<file path="config.mk">
export PLATFORM = sky130hd
export DESIGN_NAME = wr_data_feeder
export DESIGN_NICKNAME = d
export VERILOG_FILES = /design/src/rtl/ddr5_wr_pkg.sv /design/src/rtl/sync_fifo.sv /design/src/rtl/wr_data_feeder.sv
export SDC_FILE = /design/constraint.sdc
export NUM_CORES = 1
export LEC_CHECK = 0
export CAP_MARGIN = 20
export CORE_MARGIN = 5
export CORE_UTILIZATION = 25
export CTS_CLUSTER_DIAMETER = 120
export DETAILED_ROUTE_END_ITERATION = 10
export GPL_TIMING_DRIVEN = 0
export PLACE_DENSITY_LB_ADDON = 0.08
export REMOVE_ABC_BUFFERS = 1
export SKIP_CTS_REPAIR_TIMING = 1
export SYNTH_ARGS = -nofsm -noshare
export SYNTH_HDL_FRONTEND = slang
export SYNTH_HIERARCHICAL = 1
export SYNTH_SLANG_ARGS = --single-unit
</file>
<file path="constraint.sdc">
create_clock -name clk_i -period 5.15 [get_ports clk_i]
set_input_delay 0.515 -clock clk_i [delete_from_list [all_inputs] [get_ports clk_i]]
set_output_delay 0.515 -clock clk_i [all_outputs]
set_load 0.03 [all_outputs]
</file>
<file path="src/rtl/ddr5_wr_pkg.sv">
// Shared types and sizing helpers for the per-lane DDR5 write-data feeder.
package ddr5_wr_pkg;

    localparam int MIN_CWL   = 2;
    localparam int DEF_WIDTH = 2;
    localparam int DEF_BL    = 16;

    typedef enum logic {
        IDLE,
        SHIFT
    } state_e;

    function automatic int beats_of(input int bl, input int width);
        return bl / width;
    endfunction

    function automatic int cnt_width_of(input int beats);
        return (beats > 1) ? $clog2(beats) : 1;
    endfunction

    localparam int BEATS      = beats_of(DEF_BL, DEF_WIDTH);
    localparam int BEAT_CNT_W = cnt_width_of(BEATS);

endpackage

</file>
<file path="src/rtl/sync_fifo.sv">
// Single-clock FIFO with registered pointers and a combinational head read.
// A push into a full FIFO is accepted only when a pop happens in the same cycle.
module sync_fifo #(
    parameter int W     = 8,
    parameter int DEPTH = 4
) (
    input  logic         clk_i,
    input  logic         rst_n,
    input  logic         push,
    input  logic [W-1:0] push_data,
    input  logic         pop,
    output logic [W-1:0] pop_data,
    output logic         full,
    output logic         empty
);

    localparam int AW = $clog2(DEPTH);

    logic [W-1:0] mem [DEPTH];
    logic [AW:0]  wr_ptr;
    logic [AW:0]  rd_ptr;
    logic         do_push;
    logic         do_pop;

    assign empty    = (wr_ptr == rd_ptr);
    assign full     = (wr_ptr[AW] != rd_ptr[AW]) && (wr_ptr[AW-1:0] == rd_ptr[AW-1:0]);
    assign do_pop   = pop && !empty;
    assign do_push  = push && (!full || do_pop);
    assign pop_data = mem[rd_ptr[AW-1:0]];

    // NOTE: sequential state uses non-blocking assignments so every register samples pre-edge values.
    always_ff @(posedge clk_i or negedge rst_n) begin
        if (!rst_n) begin
            wr_ptr <= '0;
            rd_ptr <= '0;
        end else begin
            if (do_push) wr_ptr <= wr_ptr + 1'b1;
            if (do_pop)  rd_ptr <= rd_ptr + 1'b1;
        end
    end

    // NOTE: storage is deliberately not reset; empty/full come from the pointers, so stale contents are never observed.
    always_ff @(posedge clk_i) begin
        if (do_push) mem[wr_ptr[AW-1:0]] <= push_data;
    end

endmodule

</file>
<file path="src/rtl/wr_data_feeder.sv">
// Per-lane write-data staging ahead of the DDR serialiser: queues bursts and WR launch
// times, then shifts each burst out WIDTH bits per clock exactly CWL cycles after its WR.
module wr_data_feeder
    import ddr5_wr_pkg::*;
#(
    parameter int WIDTH = 2,
    parameter int BL    = 16,
    parameter int DEPTH = 4,
    parameter int CWL_W = 6
) (
    input  logic             clk_i,
    input  logic             rst_n,
    input  logic [BL-1:0]    wdata_i,
    input  logic             wdata_valid_i,
    output logic             wdata_ready_o,
    input  logic             wr_cmd_i,
    input  logic [CWL_W-1:0] cwl_i,
    output logic [WIDTH-1:0] data_o,
    output logic             ser_en_o,
    output logic             burst_done_o,
    output logic             underrun_o,
    output logic             cmd_ovf_o
);

    localparam int TS_W    = CWL_W + 1;
    localparam int N_BEATS = beats_of(BL, WIDTH);
    localparam int CNT_W   = cnt_width_of(N_BEATS);

    localparam logic [CNT_W-1:0] LAST_BEAT   = CNT_W'(N_BEATS - 1);
    localparam logic [TS_W-1:0]  HALF_WINDOW = {1'b1, {CWL_W{1'b0}}};

    state_e            state_q;
    logic [CNT_W-1:0]  beat_cnt_q;
    logic [BL-1:0]     shifter_q;
    logic [TS_W-1:0]   now_q;
    logic [TS_W-1:0]   now_next;

    logic [CWL_W-1:0]  cwl_eff;
    logic [TS_W-1:0]   launch_ts;
    logic [TS_W-1:0]   cmd_head;
    logic              cmd_full;
    logic              cmd_empty;
    logic              cmd_pop;

    logic [BL-1:0]     data_head;
    logic              data_full;
    logic              data_empty;
    logic [BL-1:0]     load_burst;

    logic [TS_W-1:0]   head_gap;
    logic              head_due;
    logic              head_stale;
    logic              last_beat;
    logic              start;
    logic              cmd_ovf_evt;

    assign now_next  = now_q + 1'b1;
    assign cwl_eff   = (cwl_i < CWL_W'(MIN_CWL)) ? CWL_W'(MIN_CWL) : cwl_i;
    assign launch_ts = now_q + {1'b0, cwl_eff};

    sync_fifo #(.W(TS_W), .DEPTH(DEPTH)) u_cmd_fifo (
        .clk_i     (clk_i),
        .rst_n     (rst_n),
        .push      (wr_cmd_i),
        .push_data (launch_ts),
        .pop       (cmd_pop),
        .pop_data  (cmd_head),
        .full      (cmd_full),
        .empty     (cmd_empty)
    );

    sync_fifo #(.W(BL), .DEPTH(DEPTH)) u_data_fifo (
        .clk_i     (clk_i),
        .rst_n     (rst_n),
        .push      (wdata_valid_i && wdata_ready_o),
        .push_data (wdata_i),
        .pop       (start),
        .pop_data  (data_head),
        .full      (data_full),
        .empty     (data_empty)
    );

    assign wdata_ready_o = !data_full;

    // Pending launches are always less than half the timestamp window ahead, so a
    // forward distance in the upper half means the head's time has already gone by.
    assign head_gap   = cmd_head - now_next;
    assign head_due   = !cmd_empty && (head_gap == '0);
    assign head_stale = !cmd_empty && !head_due && (head_gap >= HALF_WINDOW);

    assign last_beat   = (state_q == SHIFT) && (beat_cnt_q == LAST_BEAT);
    assign start       = head_due && ((state_q == IDLE) || last_beat);
    assign cmd_pop     = start || head_stale;
    assign cmd_ovf_evt = wr_cmd_i && cmd_full && !cmd_pop;
    assign load_burst  = data_empty ? '0 : data_head;

    always_ff @(posedge clk_i or negedge rst_n) begin
        if (!rst_n) begin
            state_q      <= IDLE;
            beat_cnt_q   <= '0;
            shifter_q    <= '0;
            now_q        <= '0;
            data_o       <= '0;
            ser_en_o     <= 1'b0;
            burst_done_o <= 1'b0;
            underrun_o   <= 1'b0;
            cmd_ovf_o    <= 1'b0;
        end else begin
            now_q <= now_next;

            if (cmd_ovf_evt)
                cmd_ovf_o <= 1'b1;
            if ((start && data_empty) || head_stale)
                underrun_o <= 1'b1;

            if (start) begin
                // Launch decided one cycle ahead so the first beat lands exactly on CWL.
                state_q      <= SHIFT;
                beat_cnt_q   <= '0;
                data_o       <= load_burst[WIDTH-1:0];
                shifter_q    <= load_burst >> WIDTH;
                ser_en_o     <= 1'b1;
                burst_done_o <= (LAST_BEAT == '0);
            end else begin
                case (state_q)
                    IDLE: begin
                        data_o       <= '0;
                        ser_en_o     <= 1'b0;
                        burst_done_o <= 1'b0;
                    end
                    SHIFT: begin
                        if (last_beat) begin
                            state_q      <= IDLE;
                            data_o       <= '0;
                            ser_en_o     <= 1'b0;
                            burst_done_o <= 1'b0;
                        end else begin
                            beat_cnt_q   <= beat_cnt_q + 1'b1;
                            data_o       <= shifter_q[WIDTH-1:0];
                            shifter_q    <= shifter_q >> WIDTH;
                            ser_en_o     <= 1'b1;
                            burst_done_o <= ((beat_cnt_q + 1'b1) == LAST_BEAT);
                        end
                    end
                    default: begin
                        state_q      <= IDLE;
                        data_o       <= '0;
                        ser_en_o     <= 1'b0;
                        burst_done_o <= 1'b0;
                    end
                endcase
            end
        end
    end

endmodule

</file>
Word-level counts from Yosys, hierarchy flattened
Memory sizes are Yosys's and may differ from the RTL's. Index checks and enable logic that the tools add are counted.

Flip-flop bits (word level): 45. Latch bits: 0. Bits in writable memories: 92. Bits in read-only memories: 0. Bits of input ports: 26. Output and inout port bits: 7. Word-level logic and storage cells: 87. Memories kept: 2.

Memories: u_data_fifo.mem (words 4, bits a word 16, rd ports 1, clocked after memory_dff 0, write ports 1, line sync_fifo.sv:19) `logic [W-1:0] mem [DEPTH];`; u_cmd_fifo.mem (words 4, bits a word 7, rd ports 1, clocked after memory_dff 0, write ports 1, line sync_fifo.sv:19).

Add/sub/neg operators: 8. $mul: 0. Divide/modulo/power cells: 0. Magnitude comparators: 2. Equality and inequality tests: 9. Shift-type cells: 0. Mux-type cells: 23. Bitwise logic cells: 1. Reductions and logical operators: 29.

Operator list (number): 16-bit two-way mux (4); 3-bit by 1-bit adder with 3-bit output (second input constant) (5); 1-bit logical AND (15); 1-bit two-way mux (10); 3-bit two-way mux (3); 7-bit by 1-bit adder with 7-bit output (second input constant) (1); 7-bit by 6-bit adder with 7-bit output (1); 7-bit >= comparator (second input constant) (1); 7-bit zero test (1); 7-bit subtractor (1); 3-bit == test (2); 3-bit == test (second input constant) (2); 1-bit zero test (6); 6-bit by 2-bit < comparator with 1-bit output (second input constant) (1); 6-bit two-way mux (1); 1-bit logical OR (5); 2-bit == test (2); 2-bit two-way mux (2); 1-bit case mux with 2 select lines (2); 2-bit case mux with 2 select lines (1); 1-bit inequality test (2); 2-bit by 1-bit inequality test with 1-bit output (second input constant) (1); 2-bit AND reduction (1); 2-bit nonzero test (1); 1-bit NOT (1).

Logic depth before layout (Yosys ltp)
Gate-level depths: netlist of the first run.

Depth in word-level cells: 13. Mapped depth: 15. Mapped depth without buffers: 13.

Cells and area by module
Netlist of the first run, hierarchy kept.

By module, submodules not included: sync_fifo (u_data_fifo) (times used 1, cells each 130, area an instance 2766.4 um^2, seq. area each 2072.0 um^2); wr_data_feeder (times used 1, cells each 196, area an instance 1919.3 um^2, seq. area each 750.7 um^2); sync_fifo (u_cmd_fifo) (times used 1, cells each 83, area an instance 1472.7 um^2, seq. area each 991.0 um^2).

Worst setup path after synthesis of the first run
Ideal clock, no wire load.

Path kind: register -> register. From: register u_cmd_fifo.rd_ptr[0]. To: memory u_data_fifo/mem[0][0] (netlist name), enable pin. Library setup time: 0.319 ns. Data arrival time: 3.836 ns. Data required time: 4.831 ns. Slack: 0.995 ns. Stages on the path, launching flop included: 14. Period minus slack after synthesis: 4.155 ns. Cells stage by stage: dfrtp_1 buf_6 mux4_2 ha_1 a211o_1 or4_1 o211ai_2 nor3_2 o21ai_2 buf_2 nor2_1 clkbuf_2 or4_4 and3_1.

Cells in the longest elaborated chain, start to end: 10.

RTL lines: start: declaration (line sync_fifo.sv:21) `logic [AW:0] rd_ptr;`; start signal: assignment (line sync_fifo.sv:38) `if (do_pop) rd_ptr <= rd_ptr + 1'b1;`; memory read 4 x 7 bit; named net cmd_head[5] (line wr_data_feeder.sv:40) `logic [TS_W-1:0] cmd_head;`; 7-bit subtractor (line wr_data_feeder.sv:87) `assign head_gap = cmd_head - now_next;`; 7-bit zero test (line wr_data_feeder.sv:88) `assign head_due = !cmd_empty && (head_gap == '0);`; 1-bit logical AND (line wr_data_feeder.sv:88); 1-bit logical AND (line wr_data_feeder.sv:92) `assign start = head_due && ((state_q == IDLE) || last_beat);`; named net start (line wr_data_feeder.sv:54) `logic start;`; 1-bit logical AND (line sync_fifo.sv:27) `assign do_pop = pop && !empty;`; 1-bit logical OR (line sync_fifo.sv:28) `assign do_push = push && (!full || do_pop);`; 1-bit logical AND (line sync_fifo.sv:28); 1-bit two-way mux (line sync_fifo.sv:44) `if (do_push) mem[wr_ptr[AW-1:0]] <= push_data;`; 1-bit two-way mux (implied by the code) (line sync_fifo.sv:44); end: declaration (line sync_fifo.sv:19).

The timed path passes the listed nets, and every way through them passes these cells.

Worst setup path in the final report of the first run
From: register u_cmd_fifo.rd_ptr[0]. To: memory u_data_fifo/mem[2][5] (netlist name), enable pin.

Same word-level chain as after synthesis.

==> metrics.txt, run 1 <==
# TYPE chip_impl_metric gauge
chip_impl_metric{name="grt_antenna_before_repair",unit=""} 0
chip_impl_info{name="cpMaxStageDelayCell",value="sky130_fd_sc_hd__and3_1"} 1
chip_impl_metric{name="yosys_register_bits",unit=""} 134
chip_impl_info{name="timing.critical_path.from",value="u_cmd_fifo/rd_ptr[0]"} 1
chip_impl_metric{name="clock_path_buffers",unit=""} 2
chip_impl_metric{name="chip_height",unit="microns"} 167
chip_impl_metric{name="routed-wl-met2",unit="microns"} 6750
chip_impl_metric{name="n_antenna_cell",unit=""} 0
chip_impl_metric{name="routedLengthMet1",unit="microns"} 6110
chip_impl_metric{name="deepest_level_of_the_cts_h_tree",unit=""} 4
chip_impl_metric{name="setup_slack",unit="ns"} 0.308
chip_impl_metric{name="detail_route.first_pass.iterations",unit=""} 4
chip_impl_info{name="worstReg2RegEnd",value="u_data_fifo/mem[2][5]"} 1
chip_impl_metric{name="route.detailed.wl_per_inst",unit="microns"} 17.2
chip_impl_metric{name="detailroute.wirelength.met3",unit="microns"} 429
chip_impl_metric{name="grt_pass1_vias",unit=""} 3670
chip_impl_info{name="setup.worst_path.class",value="flop to flop"} 1
chip_impl_metric{name="critical_path_peak_fanout",unit=""} 16
chip_impl_info{name="holdCritPathClass",value="input pin to asynchronous set/reset pin"} 1
chip_impl_metric{name="timing.final.hold_violations",unit=""} 0
chip_impl_metric{name="postSynth.asyncResetShare",unit="%"} 31.3
chip_impl_info{name="worst_r2r_startpoint",value="u_cmd_fifo/rd_ptr[0]"} 1
chip_impl_info{name="path_delay_family",value="simple AND/OR/NAND/NOR gates"} 1
chip_impl_info{name="synth_top_flop_cell",value="sky130_fd_sc_hd__edfxtp_1"} 1
chip_impl_metric{name="grt-ovfl-total",unit=""} 0
chip_impl_info{name="rsz0062_at_grt",value="false"} 1
chip_impl_metric{name="post-dp-hpwl",unit="microns"} 8980
chip_impl_metric{name="synthesis.instances",unit=""} 409
chip_impl_metric{name="drcViolationCount",unit=""} 0
chip_impl_metric{name="dpl_worst_slack",unit="ns"} -0.0738
chip_impl_metric{name="fin_nets",unit=""} 495
chip_impl_metric{name="gp_routability_congestion",unit=""} 0.714
chip_impl_metric{name="initial_core_util",unit="%"} 25.3
chip_impl_metric{name="achievable-frequency",unit="MHz"} 207
chip_impl_metric{name="grt_start_max_net_pins",unit=""} 28
chip_impl_metric{name="clock_skew_after_layout",unit="ns"} 0.0101
chip_impl_metric{name="cts_inserted_buffers",unit=""} 17
chip_impl_metric{name="ys_types",unit=""} 57
chip_impl_info{name="path_cells",value="mux4_2 > ha_1 > nor2b_1 > or2_1 > a211oi_1 > o21a_1 > o21ai_4 > nor2_1 > or4_4 > and3_1"} 1
chip_impl_metric{name="detail_route.wirelength",unit="microns"} 13400
chip_impl_metric{name="initialDrtViolationCount",unit=""} 126
chip_impl_metric{name="final_tns_setup",unit="ns"} 0
chip_impl_metric{name="growth_of_design_area_from_synthesis_to_finish",unit="%"} 20.8
chip_impl_metric{name="post_synth_instance_area",unit="sq um"} 6160
chip_impl_metric{name="ys_warnings",unit=""} 6
chip_impl_metric{name="drive_above_1_share",unit="%"} 15.6
chip_impl_metric{name="min_period",unit="ns"} 4.84
chip_impl_metric{name="vias",unit=""} 3430
chip_impl_metric{name="numPlacedInstances",unit=""} 748
chip_impl_metric{name="timing.reg2reg.setup_slack",unit="ns"} 0.31
chip_impl_metric{name="timing.final.setup_violations",unit=""} 0
chip_impl_metric{name="gr_util_all_layers",unit="%"} 10.0
chip_impl_info{name="critPathLaunchType",value="flop"} 1
chip_impl_metric{name="route.antenna.remaining_nets",unit=""} 0
chip_impl_metric{name="worst-path-stages",unit=""} 10
chip_impl_info{name="synth.most_common_cell",value="sky130_fd_sc_hd__edfxtp_1"} 1
chip_impl_metric{name="worst_skew_pair_later_pin_latency",unit="ns"} 0.42
chip_impl_info{name="cts_tree",value="done"} 1
chip_impl_metric{name="fin_crit_sh",unit="%"} 94.0
chip_impl_metric{name="critPathMaxStageDelay",unit="ns"} 0.80
chip_impl_metric{name="synth-seq-area-share",unit="%"} 61.9
chip_impl_metric{name="max-slew-margin-rel",unit="%"} 35.0
chip_impl_metric{name="num-fill-cells",unit=""} 2404
chip_impl_metric{name="worst_slew_pin_slew",unit="ns"} 0.975
chip_impl_info{name="leading_post_synthesis_cells_by_cell_area",value="sky130_fd_sc_hd__edfxtp_1 45%, sky130_fd_sc_hd__dfrtp_1 17%, sky130_fd_sc_hd__mux4_2 8.4%, sky130_fd_sc_hd__ha_1 5.1%, sky130_fd_sc_hd__and2_1 2.7%"} 1
chip_impl_info{name="synthDominantAreaCellType",value="sky130_fd_sc_hd__edfxtp_1"} 1
chip_impl_metric{name="max_rail_drop_vdd",unit="mV"} 0.208
chip_impl_info{name="cp-endpoint",value="u_data_fifo/mem[2][5]"} 1
chip_impl_metric{name="mean_instance_size_in_the_synthesized_netlist",unit="sq um"} 15.1
chip_impl_metric{name="p_total",unit="uW"} 4150
chip_impl_metric{name="whs",unit="ns"} 0.0498
chip_impl_metric{name="core_area",unit="sq um"} 24300
chip_impl_info{name="synth.cells.most_frequent",value="92 x sky130_fd_sc_hd__edfxtp_1, 42 x sky130_fd_sc_hd__dfrtp_1, 27 x sky130_fd_sc_hd__and2_1"} 1
chip_impl_metric{name="worst_path_arrival_time",unit="ns"} 4.88
chip_impl_metric{name="synth-edff-count",unit=""} 92
chip_impl_metric{name="horizontal_die_dimension",unit="microns"} 167
chip_impl_metric{name="grt_pass1_wl",unit="microns"} 21400
chip_impl_metric{name="worst-endpoint-required",unit="ns"} 5.19
chip_impl_metric{name="r2r.worst_path.cells",unit=""} 10
chip_impl_info{name="clock_tree.root_cell",value="sky130_fd_sc_hd__clkbuf_16"} 1
chip_impl_metric{name="power_dens_cells",unit="nW/um^2"} 558
chip_impl_metric{name="number_of_buffers_inserted_by_port_buffering",unit=""} 32
chip_impl_metric{name="finalNonFillerCells",unit=""} 780
chip_impl_metric{name="floorplan.rows",unit=""} 57
chip_impl_metric{name="leakage",unit="uW"} 0.00281
chip_impl_info{name="run_status",value="finished, final reports clean"} 1
chip_impl_info{name="highest_layer",value="met4"} 1
chip_impl_metric{name="route.detailed.vias_per_inst",unit=""} 4.40
chip_impl_metric{name="netlist.area_leader.share",unit="%"} 44.9
chip_impl_metric{name="cap_violations",unit=""} 0
chip_impl_metric{name="timing.final.max_slew_violations",unit=""} 0
chip_impl_metric{name="clk_pin_slew",unit="ns"} 0.06
chip_impl_metric{name="cp.buffers_inverters",unit=""} 0
chip_impl_metric{name="die_area",unit="sq um"} 27900
chip_impl_metric{name="floorplan.io_pins",unit=""} 33
chip_impl_info{name="critPathCaptureType",value="flop"} 1
chip_impl_metric{name="numClockSinks",unit=""} 134
## metrics by stage
stage	cell area (sq um)	utilization, %
floorplan	6050	-
CTS	7430	30.6
finish	7440	30.6
global route	7440	30.6
detailed placement	6850	28.2
global placement	6780	27.9
## logic make-up (layout without fill, tap and decap cells)
group                      count (synthesis)  after routing  synth area share (%)
DFF                                      134            134                  61.9
xor gates and xnor gates                  21             21                  3.23
AOI/OAI and AO/OA                         64             64                  8.59
buffers and inverters                     40             87                  2.99
muxes                                     29             29                  9.47
and+or+nand+nor                           95             95                  8.39
adders and majority gates                 26             26                  5.40
## worst reg2reg max path: stages, from the launching register on
cell	delay, ns
sky130_fd_sc_hd__dfrtp_2	0.59
sky130_fd_sc_hd__mux4_2	0.61
sky130_fd_sc_hd__ha_1	0.30
sky130_fd_sc_hd__nor2b_1	0.16
sky130_fd_sc_hd__or2_1	0.24
sky130_fd_sc_hd__a211oi_1	0.52
sky130_fd_sc_hd__o21a_1	0.28
sky130_fd_sc_hd__o21ai_4	0.14
sky130_fd_sc_hd__nor2_1	0.53
sky130_fd_sc_hd__or4_4	0.27
sky130_fd_sc_hd__and3_1	0.80
## layout by cell type (no fill, tap or decap), types with 3 or more instances in the layout
cell and instances:
sky130_fd_sc_hd__edfxtp_1 92, sky130_fd_sc_hd__dfrtp_1 41, sky130_fd_sc_hd__clkdlybuf4s50_1 31, sky130_fd_sc_hd__and2_1 27
sky130_fd_sc_hd__ha_1 25, sky130_fd_sc_hd__mux4_2 23, sky130_fd_sc_hd__nand2_1 20, sky130_fd_sc_hd__inv_1 19
sky130_fd_sc_hd__clkbuf_16 17, sky130_fd_sc_hd__nor2_1 13, sky130_fd_sc_hd__a221o_1 12, sky130_fd_sc_hd__xnor2_1 10
sky130_fd_sc_hd__xor2_1 10, sky130_fd_sc_hd__nor3_1 7, sky130_fd_sc_hd__o31ai_1 7, sky130_fd_sc_hd__and3_1 7
sky130_fd_sc_hd__a21oi_1 6, sky130_fd_sc_hd__or4_1 5, sky130_fd_sc_hd__inv_8 5, sky130_fd_sc_hd__o21a_1 4
sky130_fd_sc_hd__o21ai_0 4, sky130_fd_sc_hd__inv_6 4, sky130_fd_sc_hd__nand3_1 3, sky130_fd_sc_hd__a21o_1 3
sky130_fd_sc_hd__nor2b_1 3, sky130_fd_sc_hd__clkinv_4 3, sky130_fd_sc_hd__o311ai_0 3
## registers in the layout, indices dropped and copies added (netlist names), 7 cells and up
signal / count
shifter_q: 14
u_cmd_fifo/mem: 28
now_q: 7
u_data_fifo/mem: 64
## area by class of cell
class	count	area (sq um)	share of cell area (%)
clock buffer	17	425	5.72
inverter	20	75.1	1.01
timing repair buffer	35	390	5.25
multi-input combinational	235	2170	29.2
tap	324	405	5.45
clock inverter	15	159	2.14
sequential	134	3810	51.3
## metal layers
layer	vias up	GRT usage [%]
met4	0	2.77
li1	1636	-
met3	9	2.77
met1	1742	12.8
met2	43	16.8
met5	-	0
## worst min-delay path by stage
stage / startpoint / to / cells past startpoint
final: rst_n / u_cmd_fifo/rd_ptr[0] / 1
after global placement: beat_cnt_q[2] / beat_cnt_q[2] / 1
after floorplan: rst_n / beat_cnt_q[0] / 0
after detailed placement: rst_n / u_cmd_fifo/rd_ptr[0] / 1
after global routing: rst_n / now_q[0] / 1
after CTS: rst_n / u_cmd_fifo/wr_ptr[0] / 1
## report_power, final
group | switching [uW] | internal (uW) | total (uW)
logic | 745 | 568 | 1310
registers | 188 | 1440 | 1630
clock network | 522 | 687 | 1210
(Power assumes the default switching activity.)
==> inputs of run 2 (changes only) <==
--- a/config.mk
+++ b/config.mk
@@ -8,11 +8,13 @@
 export CAP_MARGIN = 20
 export CORE_MARGIN = 5
 export CORE_UTILIZATION = 25
+export CTS_BUF_LIST = sky130_fd_sc_hd__clkbuf_16
 export CTS_CLUSTER_DIAMETER = 120
 export DETAILED_ROUTE_END_ITERATION = 10
 export GPL_TIMING_DRIVEN = 0
 export PLACE_DENSITY_LB_ADDON = 0.08
 export REMOVE_ABC_BUFFERS = 1
+export SETUP_SLACK_MARGIN = 0.15
 export SKIP_CTS_REPAIR_TIMING = 1
 export SYNTH_ARGS = -nofsm -noshare
 export SYNTH_HDL_FRONTEND = slang
==> run 2 against run 1 <==
Hold slack barely moved. Sequential power barely moved. Global-route usage unchanged. Routed wire length is essentially flat. Highest routed layer unchanged.
==> metrics.txt, run 2 (synthesis results as in run 1) <==
# TYPE chip_impl_metric gauge
chip_impl_metric{name="gp_routability_congestion",unit=""} 0.714
chip_impl_info{name="run_status",value="finished, final reports clean"} 1
chip_impl_metric{name="detail_route.wirelength",unit="microns"} 13400
chip_impl_metric{name="timing.final.hold_violations",unit=""} 0
chip_impl_metric{name="numPlacedInstances",unit=""} 748
chip_impl_metric{name="cap_violations",unit=""} 0
chip_impl_info{name="worstReg2RegEnd",value="u_data_fifo/mem[3][5]"} 1
chip_impl_metric{name="grt_antenna_before_repair",unit=""} 0
chip_impl_metric{name="drcViolationCount",unit=""} 0
chip_impl_metric{name="dpl_worst_slack",unit="ns"} -0.0738
chip_impl_info{name="cts_tree",value="done"} 1
chip_impl_metric{name="floorplan.io_pins",unit=""} 33
chip_impl_metric{name="max-slew-margin-rel",unit="%"} 35.0
chip_impl_metric{name="timing.reg2reg.setup_slack",unit="ns"} 0.56
chip_impl_metric{name="worst_skew_pair_later_pin_latency",unit="ns"} 0.42
chip_impl_metric{name="r2r.worst_path.cells",unit=""} 10
chip_impl_metric{name="cts_inserted_buffers",unit=""} 17
chip_impl_metric{name="core_area",unit="sq um"} 24300
chip_impl_metric{name="clk_pin_slew",unit="ns"} 0.06
chip_impl_info{name="layout.cells.most_common",value="sky130_fd_sc_hd__edfxtp_1"} 1
chip_impl_metric{name="die_area",unit="sq um"} 27900
chip_impl_info{name="holdCritPathClass",value="input pin to asynchronous set/reset pin"} 1
chip_impl_metric{name="route.detailed.vias_per_inst",unit=""} 4.40
chip_impl_metric{name="leakage",unit="uW"} 0.00281
chip_impl_metric{name="grt_pass1_vias",unit=""} 3670
chip_impl_metric{name="deepest_level_of_the_cts_h_tree",unit=""} 4
chip_impl_metric{name="achievable-frequency",unit="MHz"} 218
chip_impl_metric{name="horizontal_die_dimension",unit="microns"} 167
chip_impl_metric{name="min_period",unit="ns"} 4.59
chip_impl_metric{name="detail_route.first_pass.iterations",unit=""} 4
chip_impl_info{name="critPathCaptureType",value="flop"} 1
chip_impl_metric{name="clock_path_buffers",unit=""} 2
chip_impl_metric{name="finalNonFillerCells",unit=""} 780
chip_impl_metric{name="worst_path_arrival_time",unit="ns"} 4.64
chip_impl_metric{name="worst-endpoint-required",unit="ns"} 5.19
chip_impl_metric{name="floorplan.rows",unit=""} 57
chip_impl_metric{name="route.detailed.wl_per_inst",unit="microns"} 17.2
chip_impl_info{name="most-common-layout-cells",value="92 x sky130_fd_sc_hd__edfxtp_1, 41 x sky130_fd_sc_hd__dfrtp_1, 31 x sky130_fd_sc_hd__clkdlybuf4s50_1"} 1
chip_impl_metric{name="gr_util_all_layers",unit="%"} 10.0
chip_impl_metric{name="power_dens_cells",unit="nW/um^2"} 558
chip_impl_metric{name="timing.final.setup_violations",unit=""} 0
chip_impl_metric{name="number_of_buffers_inserted_by_port_buffering",unit=""} 32
chip_impl_info{name="critPathLaunchType",value="flop"} 1
chip_impl_metric{name="numClockSinks",unit=""} 134
chip_impl_metric{name="clock_skew_after_layout",unit="ns"} 0.0106
chip_impl_metric{name="post-dp-hpwl",unit="microns"} 8980
chip_impl_metric{name="initial_core_util",unit="%"} 25.3
chip_impl_metric{name="route.antenna.remaining_nets",unit=""} 0
chip_impl_info{name="setup.worst_path.class",value="flop to flop"} 1
chip_impl_metric{name="num-fill-cells",unit=""} 2403
chip_impl_metric{name="initialDrtViolationCount",unit=""} 126
chip_impl_metric{name="multi_input_comb_area",unit="sq um"} 2170
chip_impl_metric{name="whs",unit="ns"} 0.0497
chip_impl_metric{name="max_rail_drop_vdd",unit="mV"} 0.208
chip_impl_metric{name="timing.final.max_slew_violations",unit=""} 0
chip_impl_metric{name="critical_path_peak_fanout",unit=""} 16
chip_impl_metric{name="worst_slew_pin_slew",unit="ns"} 0.975
chip_impl_info{name="clock_tree.root_cell",value="sky130_fd_sc_hd__clkbuf_16"} 1
chip_impl_metric{name="growth_of_design_area_from_synthesis_to_finish",unit="%"} 20.9
chip_impl_metric{name="stdcell_area",unit="sq um"} 7440
chip_impl_metric{name="drive_above_1_share",unit="%"} 16.2
chip_impl_metric{name="fin_crit_sh",unit="%"} 89.2
chip_impl_info{name="worst_r2r_startpoint",value="u_cmd_fifo/rd_ptr[0]"} 1
chip_impl_metric{name="p_total",unit="uW"} 4150
chip_impl_metric{name="placedInstanceArea",unit="sq um"} 6850
chip_impl_metric{name="fin_nets",unit=""} 495
chip_impl_metric{name="chip_height",unit="microns"} 167
chip_impl_metric{name="grt_pass1_wl",unit="microns"} 21400
chip_impl_metric{name="setup_slack",unit="ns"} 0.555
chip_impl_metric{name="grt_start_max_net_pins",unit=""} 28
chip_impl_metric{name="n_antenna_cell",unit=""} 0
chip_impl_info{name="rsz0062_at_grt",value="false"} 1
chip_impl_metric{name="vias",unit=""} 3430
chip_impl_metric{name="grt-ovfl-total",unit=""} 0
chip_impl_metric{name="area.sequential",unit="sq um"} 3810
chip_impl_metric{name="largest_register_ff_count",unit=""} 64
==> run 2: cell type report <==
class	count	area share [%]
tap	324	5.45
clock buffer	17	5.71
multi-input combinational	235	29.2
sequential	134	51.2
timing repair buffer	35	5.24
clock inverter	15	2.13
inverter	20	1.01
==> run 2: per-layer routing <==
| layer | vias up | track usage, % | part of all wire, % |
|---|---|---|---|
| li1 | 1636 | - | - |
| met1 | 1743 | 12.8 | 46 |
| met2 | 44 | 16.8 | 50 |
| met3 | 7 | 2.77 | 3.0 |
| met4 | 0 | 2.77 | 0.77 |
| met5 | - | 0 | 0 |
==> run 2: how the worst max path moves through the flow <==
stage / end / from
floorplan: u_data_fifo/mem[0][0] / u_cmd_fifo/rd_ptr[0]
global placement: u_data_fifo/mem[0][4] / u_cmd_fifo/rd_ptr[0]
detailed placement: u_data_fifo/mem[0][4] / u_cmd_fifo/rd_ptr[0]
CTS: u_data_fifo/mem[0][15] / u_cmd_fifo/rd_ptr[0]
global route: u_data_fifo/mem[3][5] / u_cmd_fifo/rd_ptr[0]
finish: u_data_fifo/mem[3][5] / u_cmd_fifo/rd_ptr[0]
==> run 2: report_power, final <==
part	internal [uW]	switching [uW]
combinational	570	745
sequential	1440	188
clock	687	523
==> run 2: critical path: stages (launching register included) <==
cell and delay [ns]:
sky130_fd_sc_hd__dfrtp_2 0.59, sky130_fd_sc_hd__mux4_2 0.61, sky130_fd_sc_hd__ha_1 0.30, sky130_fd_sc_hd__nor2b_1 0.16
sky130_fd_sc_hd__or2_1 0.24, sky130_fd_sc_hd__a211oi_1 0.52, sky130_fd_sc_hd__o21a_1 0.28, sky130_fd_sc_hd__o21ai_4 0.14
sky130_fd_sc_hd__nor2_1 0.53, sky130_fd_sc_hd__o41ai_2 0.20, sky130_fd_sc_hd__inv_1 0.63
==> run 2: stage by stage <==
stage                     TNS (ns)  util [%]
after global placement      -52.72      27.9
after floorplan                  0         -
after global routing             0      30.6
final                            0      30.6
after CTS                    -4.14      30.6
after detailed placement     -2.96      28.2
==> RTL change 1, RTL diff (config.mk and constraints of run 2) <==
The parameter `WIDTH` goes from 2 to 4.
--- a/src/rtl/wr_data_feeder.sv
+++ b/src/rtl/wr_data_feeder.sv
@@ -4,5 +4,5 @@
     import ddr5_wr_pkg::*;
 #(
-    parameter int WIDTH = 2,
+    parameter int WIDTH = 4,
     parameter int BL    = 16,
     parameter int DEPTH = 4,
Interface: changed (resized data_o); port bits go from 33 to 35. The function was not compared with the original's and may differ.
==> RTL change 1 against run 2 <==
Core utilization decreased by 0.068 points; synthesized area is 0.81% lower; synthesized cell count rose by 0.49%; wire length is 0.32% higher; design area fell by 0.81%; sequential cell count fell by 1; worst setup slack better by 0.054 ns; power is 2.0% lower; highest routed layer unchanged.
==> RTL change 1: results (changes against run 2) <==
stage,metric,value,unit,change
timing,clock_skew,0.0132,ns,was 0.0106 ns
worst_setup_path,critPathTopFamily,simple AND/OR/NAND/NOR gates,,was compound AO/OA/AOI/OAI gates
layout,drive_above_1_share,17.6,%,was 16.2%
timing,hold-worst-slack,0.0616,ns,was 0.0497 ns
placement,hpwlAfterDp,8910,µm,was 8980 µm
layout,fill_cells,2393,,was 2403
drt,drt_iter0_markers,191,,was 126
cts,htreeDepth,4,,unchanged
yosys,synthAdderAreaFrac,5.24,%,was 5.40%
run_status,status,"complete, no violations",,unchanged
global_route,grt_pass1_wl,21400,µm,about the same
placement,io_buffers,34,,was 32
yosys,ys_seq_area_share,62.0,%,was 61.9%
yosys,yosys.cell_types.count,58,,was 57
worst_setup_path,cp_max_fo,13,,was 16
worst_setup_path,arrival,4.65,ns,was 4.64 ns
placement,dp.cells,752,,was 748
drt,wire_per_inst,17.1,µm,was 17.2 µm
yosys,netlist_top_cells_count,"edfxtp_1 (92), nand2_1 (45), dfrtp_1 (41)",,"was edfxtp_1 (92), dfrtp_1 (42), and2_1 (27)"
layout,n_antenna_cell,0,,unchanged
timing,worst_slew_pin_slew,1.06,ns,was 0.975 ns
worst_setup_path,crit_path_top_delay_cell,mux4_2,,was inv_1
yosys,yosys-top-cells-area,"edfxtp_1 (45%), dfrtp_1 (17%), mux4_2 (8.5%)",,"was edfxtp_1 (45%), dfrtp_1 (17%), mux4_2 (8.4%)"
placement,place_area,6780,µm²,was 6850 µm²
layout,final_nets,499,,was 495
timing,fin_crit_sh,88.2,%,was 89.2%
global_route,first_global_vias,3663,,was 3670
layout,stdcell_area,7380,µm²,was 7440 µm²
worst_setup_path,critPathCapture,u_cmd_fifo/mem[0][6]$_DFFE_PP_,,was u_data_fifo/mem[3][5]$_DFFE_PP_
pwr,p_leak,0.00276,µW,was 0.00281 µW
worst_setup_path,r2r_start,u_cmd_fifo/rd_ptr[0]$_DFFE_PN0P_,,unchanged
yosys,synth_mux_area_share,9.87,%,was 9.47%
worst_setup_path,regToRegSetupSlack,0.61,ns,was 0.56 ns
pwr,irDropWorstVdd,0.173,mV,was 0.208 mV
yosys,synth-xor-area-share,3.26,%,was 3.23%
drt,via_count,3431,,was 3430
placement,preCtsSetupSlack,0.385,ns,was -0.0738 ns
yosys,syn_area_per_cell,14.9,µm²,was 15.1 µm²
run,maxCapViolCount,0,,unchanged
worst_setup_path,cpPeakStageDelay,0.59,ns,was 0.63 ns
placement,gp_congestion,0.703,,was 0.714
global_route,grt_usage,10.2,%,was 10.0%
drt,first_pass_iters,4,,unchanged
yosys,synth_compound_area_share,7.93,%,was 8.59%
cts,clkLatencyLatePin,0.42,ns,about the same
global_route,grt_max_degree,27,,was 28
yosys,async_flop_share,30.8,%,was 31.3%
layout,layout.cells.non_filler,785,,was 780
[RTL change 1: cell count changes in the layout (fill, tap and decap cells not counted), moves of 8 or more]
| cell | run 2 | this run |
|---|---|---|
| a221o_1 | 12 | 0 |
| o221ai_2 | 0 | 8 |
| nand2_1 | 20 | 45 |
| and2_1 | 27 | 2 |
| inv_1 | 19 | 29 |
[RTL change 1: area by class of cell]
type	count	area share, %
flip-flops and latches	133	51.3
multi-input cells	230	28.3
clock buffers	17	5.76
well taps	324	5.49
repair buffers	38	5.39
clock inverters	15	2.29
inverters	28	1.42
[RTL change 1: metal layers]
metal,track usage [%],vias up,part of all wire (%),wire length (µm)
met5,0,-,0,0
met4,3.63,0,1.4,184
met3,2.55,13,2.8,377
met2,16.2,47,48,6450
met1,13.6,1747,48,6430
li1,-,1624,-,-
[RTL change 1: power by group]
part / switching [µW] / internal (µW)
registers: 165 / 1420
clock network: 494 / 726
logic: 734 / 531
==> RTL change 2, RTL diff (flow settings as in run 2) <==
Made on the original files. Make the reset (`rst_n`) synchronous in 2 clocked blocks.
--- a/src/rtl/sync_fifo.sv
+++ b/src/rtl/sync_fifo.sv
@@ -30,5 +30,5 @@
 
     // NOTE: sequential state uses non-blocking assignments so every register samples pre-edge values.
-    always_ff @(posedge clk_i or negedge rst_n) begin
+    always_ff @(posedge clk_i) begin
         if (!rst_n) begin
             wr_ptr <= '0;
--- a/src/rtl/wr_data_feeder.sv
+++ b/src/rtl/wr_data_feeder.sv
@@ -95,5 +95,5 @@
     assign load_burst  = data_empty ? '0 : data_head;
 
-    always_ff @(posedge clk_i or negedge rst_n) begin
+    always_ff @(posedge clk_i) begin
         if (!rst_n) begin
             state_q      <= IDLE;
Behaviour: differs if rst_n is asserted again (counterexample within 4 cycles, from zero or initial values and one cycle with rst_n low); with rst_n held inactive, the same outputs for 10 cycles.
==> RTL change 2 against run 2 <==
Synthesized area shrank 1.1%; sequential cell count grew 4; design area shrank 0.62%; worst setup slack worse by 0.12 ns; wire length fell by 4.4%; count of clock-buffer cells in the layout did not move; first-iteration DRC count increased by 25%; core utilization about the same; final cell count up 0.51%; critical endpoint is now u_data_fifo/mem[0][6]$_DFFE_PP_; highest routed layer unchanged.
Power is not compared: it rests on default switching activity, and its combinational part moved more than twofold at a synthesized area within 25%.
==> RTL change 2: results (changes against run 2) <==
stage,metric,value,unit,change
drt,first_pass_iters,4,,unchanged
cts,cts.path.max_buffers,2,,unchanged
run,maxCapViolCount,0,,unchanged
placement,dp.cells,752,,was 748
drt,wire_per_inst,16.3,µm,was 17.2 µm
worst_setup_path,arrival,4.76,ns,was 4.64 ns
layout,final_nets,499,,was 495
timing,worst_slew_pin_slew,1.16,ns,was 0.975 ns
global_route,first_global_vias,3592,,was 3670
layout,fill_cells,2384,,was 2403
worst_setup_path,regToRegSetupSlack,0.44,ns,was 0.56 ns
yosys,synth-xor-area-share,3.99,%,was 3.23%
yosys,synth_mux_area_share,10.5,%,was 9.47%
placement,hpwlAfterDp,8630,µm,was 8980 µm
layout,drive_above_1_share,18.3,%,was 16.2%
placement,preCtsSetupSlack,-0.211,ns,was -0.0738 ns
drt,drt_iter0_markers,157,,was 126
layout,layout.cells.non_filler,784,,was 780
yosys,syn_area_per_cell,14.8,µm²,was 15.1 µm²
global_route,grt_max_degree,39,,was 28
worst_setup_path,ff2ff_path_depth,9,,was 10
drt,via_count,3410,,was 3430
worst_setup_path,crit_path_top_delay_cell,dfxtp_1,,was inv_1
worst_setup_path,cpPeakStageDelay,0.66,ns,was 0.63 ns
run_status,status,"complete, no violations",,unchanged
yosys,ys_seq_area_share,60.5,%,was 61.9%
timing,hold-worst-slack,0.476,ns,was 0.0497 ns
layout,n_antenna_cell,0,,unchanged
yosys,yosys.cell_types.count,52,,was 57
yosys,yosys-top-cells-area,"edfxtp_1 (45%), dfxtp_1 (15%), mux4_2 (8.5%)",,"was edfxtp_1 (45%), dfrtp_1 (17%), mux4_2 (8.4%)"
placement,gp_congestion,0.730,,was 0.714
min_path,worstHoldPathType,flop to flop,,was primary input to async pin
pwr,power.internal,2020,µW,
timing,clock_skew,0.00969,ns,was 0.0106 ns
global_route,grt_pass1_wl,20300,µm,was 21400 µm
global_route,grt_usage,9.66,%,was 10.0%
RTL change 2: cell count changes after synthesis, moves of 5 or more:
cell | before | now
xor2_1 | 10 | 5
nand2b_1 | 2 | 8
dfxtp_1 | 0 | 46
and2_1 | 27 | 10
dfrtp_1 | 42 | 0
nor3_1 | 7 | 2
nand2_1 | 20 | 31
nor2b_1 | 4 | 9
mux2i_1 | 2 | 12
and3_1 | 7 | 12
RTL change 2: final timing paths:
path	from	to
worst max-delay path	flop	u_data_fifo/mem[0][6]$_DFFE_PP_
worst min-delay path	shifter_q[12]$_SDFFE_PN0P_	shifter_q[12]$_SDFFE_PN0P_
worst max register to register	flop	u_data_fifo/mem[0][6]$_DFFE_PP_
worst min register to register	shifter_q[12]$_SDFFE_PN0P_	shifter_q[12]$_SDFFE_PN0P_
RTL change 2: layout make-up:
class | count | area, µm² | share of cell area, %
Sequential cell | 138 | 3680 | 49.8
Multi-Input combinational cell | 236 | 2250 | 30.4
Clock buffer | 17 | 425 | 5.75
Tap cell | 324 | 405 | 5.48
Timing Repair Buffer | 35 | 390 | 5.28
Clock inverter | 15 | 171 | 2.32
Inverter | 19 | 71.3 | 0.964
RTL change 2: metal layers:
| metal | track usage, % | routed length, µm | vias to the layer above |
|---|---|---|---|
| li1 | - | - | 1631 |
| met4 | 3.48 | 189 | 0 |
| met1 | 13.0 | 6280 | 1702 |
| met2 | 14.7 | 5750 | 62 |
| met3 | 3.05 | 592 | 15 |
| met5 | 0 | 0 | - |
RTL change 2: logic make-up (layout without fill, tap and decap cells):
group | count (synthesis) | count (layout)
xor gates and xnor gates | 21 | 21
buffers and inverters | 38 | 86
and+or+nand+nor | 101 | 101
adders and majority gates | 26 | 26
DFF | 138 | 138
AOI/OAI and AO/OA | 53 | 53
muxes | 35 | 35
